`config.mk`:
```
export PLATFORM = sky130hd
export DESIGN_NAME = restador_serial_4bits
export DESIGN_NICKNAME = d
export VERILOG_FILES = /design/src/rtl/restador_serial_4bits.sv
export SDC_FILE = /design/constraint.sdc
export NUM_CORES = 1
export LEC_CHECK = 0
export CAP_MARGIN = 40
export CORE_ASPECT_RATIO = 1.2
export CORE_MARGIN = 2
export CORE_UTILIZATION = 34
export CTS_CLUSTER_SIZE = 30
export DETAILED_ROUTE_END_ITERATION = 16
export PLACE_DENSITY_LB_ADDON = 0.08
export RECOVER_POWER = 25
export REMOVE_ABC_BUFFERS = 1
export SYNTH_ARGS = -nofsm -noshare
export SYNTH_HDL_FRONTEND = slang
export SYNTH_SLANG_ARGS = --single-unit
```
`constraint.sdc`:
```
create_clock -name clk -period 2.5 [get_ports clk]
set_input_delay 0.5 -clock clk [delete_from_list [all_inputs] [get_ports clk]]
set_output_delay 0.5 -clock clk [all_outputs]
set_load 0.05 [all_outputs]
```
`src/rtl/restador_serial_4bits.sv`:
```
// Bit-serial N-bit subtractor: one full-subtractor cell, LSB first, registered borrow.
// W = {borrow_out, X - Y - bin}, with a start/busy/done handshake.
module restador_serial_4bits #(
    parameter int N = 4
) (
    input  logic         clk,
    input  logic         rst,
    input  logic         start,
    input  logic [N-1:0] X,
    input  logic [N-1:0] Y,
    input  logic         bin,
    output logic         busy,
    output logic         done,
    output logic [N:0]   W
);

    // state | meaning
    // IDLE  | waiting for start, W holds the last result
    // SHIFT | one bit of the difference produced per clock
    localparam int CW = (N > 1) ? $clog2(N) : 1;

    typedef enum logic {IDLE, SHIFT} state_t;

    state_t         state, state_next;
    logic [N-1:0]   x_sh, y_sh, diff;
    logic           br;
    logic [CW-1:0]  cnt;
    logic           load, last;
    logic           a, b, d, br_next;

    assign a       = x_sh[0];
    assign b       = y_sh[0];
    assign d       = a ^ b ^ br;
    assign br_next = (~a & b) | (~a & br) | (b & br);
    assign busy    = (state == SHIFT);

    always_ff @(posedge clk) begin
        if (rst) begin
            state <= IDLE;
        end else begin
            state <= state_next;
        end
    end

    always_comb begin
        state_next = state;
        load       = 1'b0;
        last       = 1'b0;
        case (state)
            IDLE: begin
                if (start) begin
                    load       = 1'b1;
                    state_next = SHIFT;
                end
            end
            SHIFT: begin
                if (cnt == CW'(N - 1)) begin
                    last       = 1'b1;
                    state_next = IDLE;
                end
            end
            default: state_next = IDLE;
        endcase
    end

    // Operands are captured only on an accepted start, so inputs may move while busy.
    always_ff @(posedge clk) begin
        if (rst) begin
            x_sh <= '0;
            y_sh <= '0;
            diff <= '0;
            br   <= 1'b0;
            cnt  <= '0;
            W    <= '0;
            done <= 1'b0;
        end else begin
            done <= 1'b0;
            if (load) begin
                x_sh <= X;
                y_sh <= Y;
                br   <= bin;
                diff <= '0;
                cnt  <= '0;
            end else if (state == SHIFT) begin
                diff <= {d, diff[N-1:1]};
                x_sh <= x_sh >> 1;
                y_sh <= y_sh >> 1;
                br   <= br_next;
                cnt  <= cnt + CW'(1);
                if (last) begin
                    W    <= {br_next, d, diff[N-1:1]};
                    done <= 1'b1;
                end
            end
        end
    end

endmodule

```
==> impl_metrics.tcl <==
set metrics [dict create \
    drive_gt1_share_pct 9.35 \
    htreeDepth 1 \
    numCtsBuffers 3 \
    clk_transition_reported_paths_ns 0.12 \
    status "finished, final reports clean" \
    vias_per_cell 4.91 \
    worst_pin_slew_ns 0.777 \
    grt_max_degree 25 \
    worstSetupPathType "flip-flop to output port" \
    antenna_found_initial 0 \
    drtAntennaViolNets 0 \
    clock-sinks 21 \
    yosys.area.top_type "dfxtp_1" \
    grt_pass1_wl_um 2680 \
    whs_ns 0.481 \
    port_buffers 18 \
    first_iter_violations 4 \
    synth-edff-count 0 \
    synth_cell_types 19 \
    startpoint_type "flip-flop" \
    slew_headroom_pct 48.0 \
    hold_viol 0 \
    drt_pass1_iterations 3 \
    grt-ovfl-total 0 \
    dp_hpwl_um 1060 \
    clockRootBuffer "clkbuf_4" \
    min_period_ns 1.93 \
    drc 0 \
    finalSetupViolations 0 \
    clock_latency_ns 0.29 \
    crit_family "buffers and inverters" \
    rows 20 \
    fp.dieW_um 51.3 \
    syn_avg_cell_area_um2 10.0 \
    crit_fanout 2 \
    core_area_um2 2550 \
    ff_latch_area_um2 420 \
    track_usage_pct 11.4 \
    num_antenna_cells 0 \
    tns_ns 0 \
    ys_dominant_reg_cell "dfxtp_1" \
    synth.top_cells.by_count "21 x dfxtp_1, 11 x a21oi_1, 9 x mux2i_1" \
    multi_input_area_um2 440 \
    max_freq_mhz 517 \
    wl_per_cell_um 11.6 \
    clockBufferDepth 2 \
    via_count 687 \
    ctsHoldBuffers 0 \
    cts_setup_buffers 0 \
    ir_drop_mv 0.327 \
    slowest_delay_ns 0.80 \
    ios 19 \
    synth_area_um2 913 \
    worst_ep_arrival_time_ns 1.43 \
    fin_total_pwr_w 0.000612 \
    crit_path_end_kind "output port" \
    maxSlewViolCount 0 \
    cts_tree "done" \
    crit_slowest_cell "clkdlybuf4s50_1" \
    cap_viol_max_count 0 \
    period_share_pct 77.4 \
    synthCells 91 \
    p_leak_nw 0.419 \
    synth_top_area_share_pct 46.0 \
    drt_wl_total_um 1620 \
    required_ns 2.00 \
    crit_chain "clkdlybuf4s50_1" \
    synth-seq-cells 21 \
    p_per_area_nw_per_um2 546 \
    synth_most_common_cell "dfxtp_1" \
    ys_top_cells_by_area "dfxtp_1 46%, mux2i_1 9.9%, a21oi_1 6.0%, a211oi_1 5.8%, nor2b_1 4.8%" \
    async_flop_share_pct 0 \
    place.gp.congestion 0.624 \
    fillers 287 \
    ys_warn_count 0 \
    hp-class "flip-flop to flip-flop" \
    yosysSeqAreaShare_pct 46.0 \
    die_h_um 60.8 \
    area_delta_synth_final_pct 22.9 \
    start_util_pct 35.8 \
    fin_skew_ns 0.00623 \
    dieArea_um2 3120 \
    rsz0062_at_grt "no" \
    ctsResizeCount 0 \
    critPathBufInv 1 \
    grt_pass1_vias 605 \
    fin_nets 122 \
]
[registers in the layout, indices dropped and copies added, names as in the netlist]
register and flops:
busy 1, x_sh 4, diff 3, done 1, y_sh 4, cnt 2, br 1, W 5
[worst paths after layout]
path                              start      end  slack, ns  cells past startpoint
worst max-delay path               W[1]     W[1]       0.57                      1
worst min-delay path            diff[3]  diff[2]       0.48                      2
worst max register to register     busy  y_sh[2]       1.10                      3
worst min register to register  diff[3]  diff[2]       0.48                      2
[stage by stage]
| step | worst slack, ns | utilization [%] | cells | area [um^2] |
|---|---|---|---|---|
| global route | 0.488 | 44.0 | 140 | 1120 |
| finish | 0.566 | 44.0 | 140 | 1120 |
| CTS | 0.543 | 44.0 | 140 | 1120 |
| detailed placement | 0.448 | 42.9 | 136 | 1090 |
| floorplan | 0.862 | - | 84 | 868 |
| global placement | 0.503 | 42.9 | 136 | 1090 |
[power by group]
group          switching [W]  leakage [nW]  internal, W
registers          0.0000133         0.172     0.000352
logic              0.0000439         0.230    0.0000456
clock network      0.0000981        0.0177    0.0000594
total               0.000155         0.419     0.000457
[routing by layer]
layer  global-route usage (%)  vias up  part of all wire [%]
li1                         -      354                     -
met1                     13.1      318                    47
met2                     20.4       13                    48
met3                     2.22        2                   4.0
met4                     5.64        0                   1.1
met5                        0        -                     0
[cell type report]
class,count,share of cell area [%]
Tap cell,33,3.68
Sequential cell,21,37.5
Multi-Input combinational cell,61,39.2
Clock inverter,1,0.446
Timing Repair Buffer,19,16.5
Clock buffer,3,2.01
Inverter,2,0.669
[cells in the final DEF (no fill, tap or decap)]
cell type / n
nor2b_1: 7
nand2b_1: 4
a21bo_2: 4
nand2_1: 4
dlygate4sd3_1: 2
nor3_1: 2
dfxtp_1: 21
a211oi_1: 7
buf_4: 2
inv_1: 2
or3b_1: 5
clkdlybuf4s50_1: 15
a21oi_1: 11
fa_1: 1
nor2_1: 1
ha_1: 1
clkbuf_4: 3
mux2i_1: 9
clkinv_2: 1
a311oi_1: 1
nand3_1: 4
[cell families after synthesis]
kind of cell,count (synthesis),synth area share [%]
flops,21,46.0
buf+inv,9,5.75
fa+ha+maj,2,3.56
simple gates,27,17.7
mux,9,9.86
compound gates,23,17.1
Note: power is estimated with default switching activity, not from simulation.
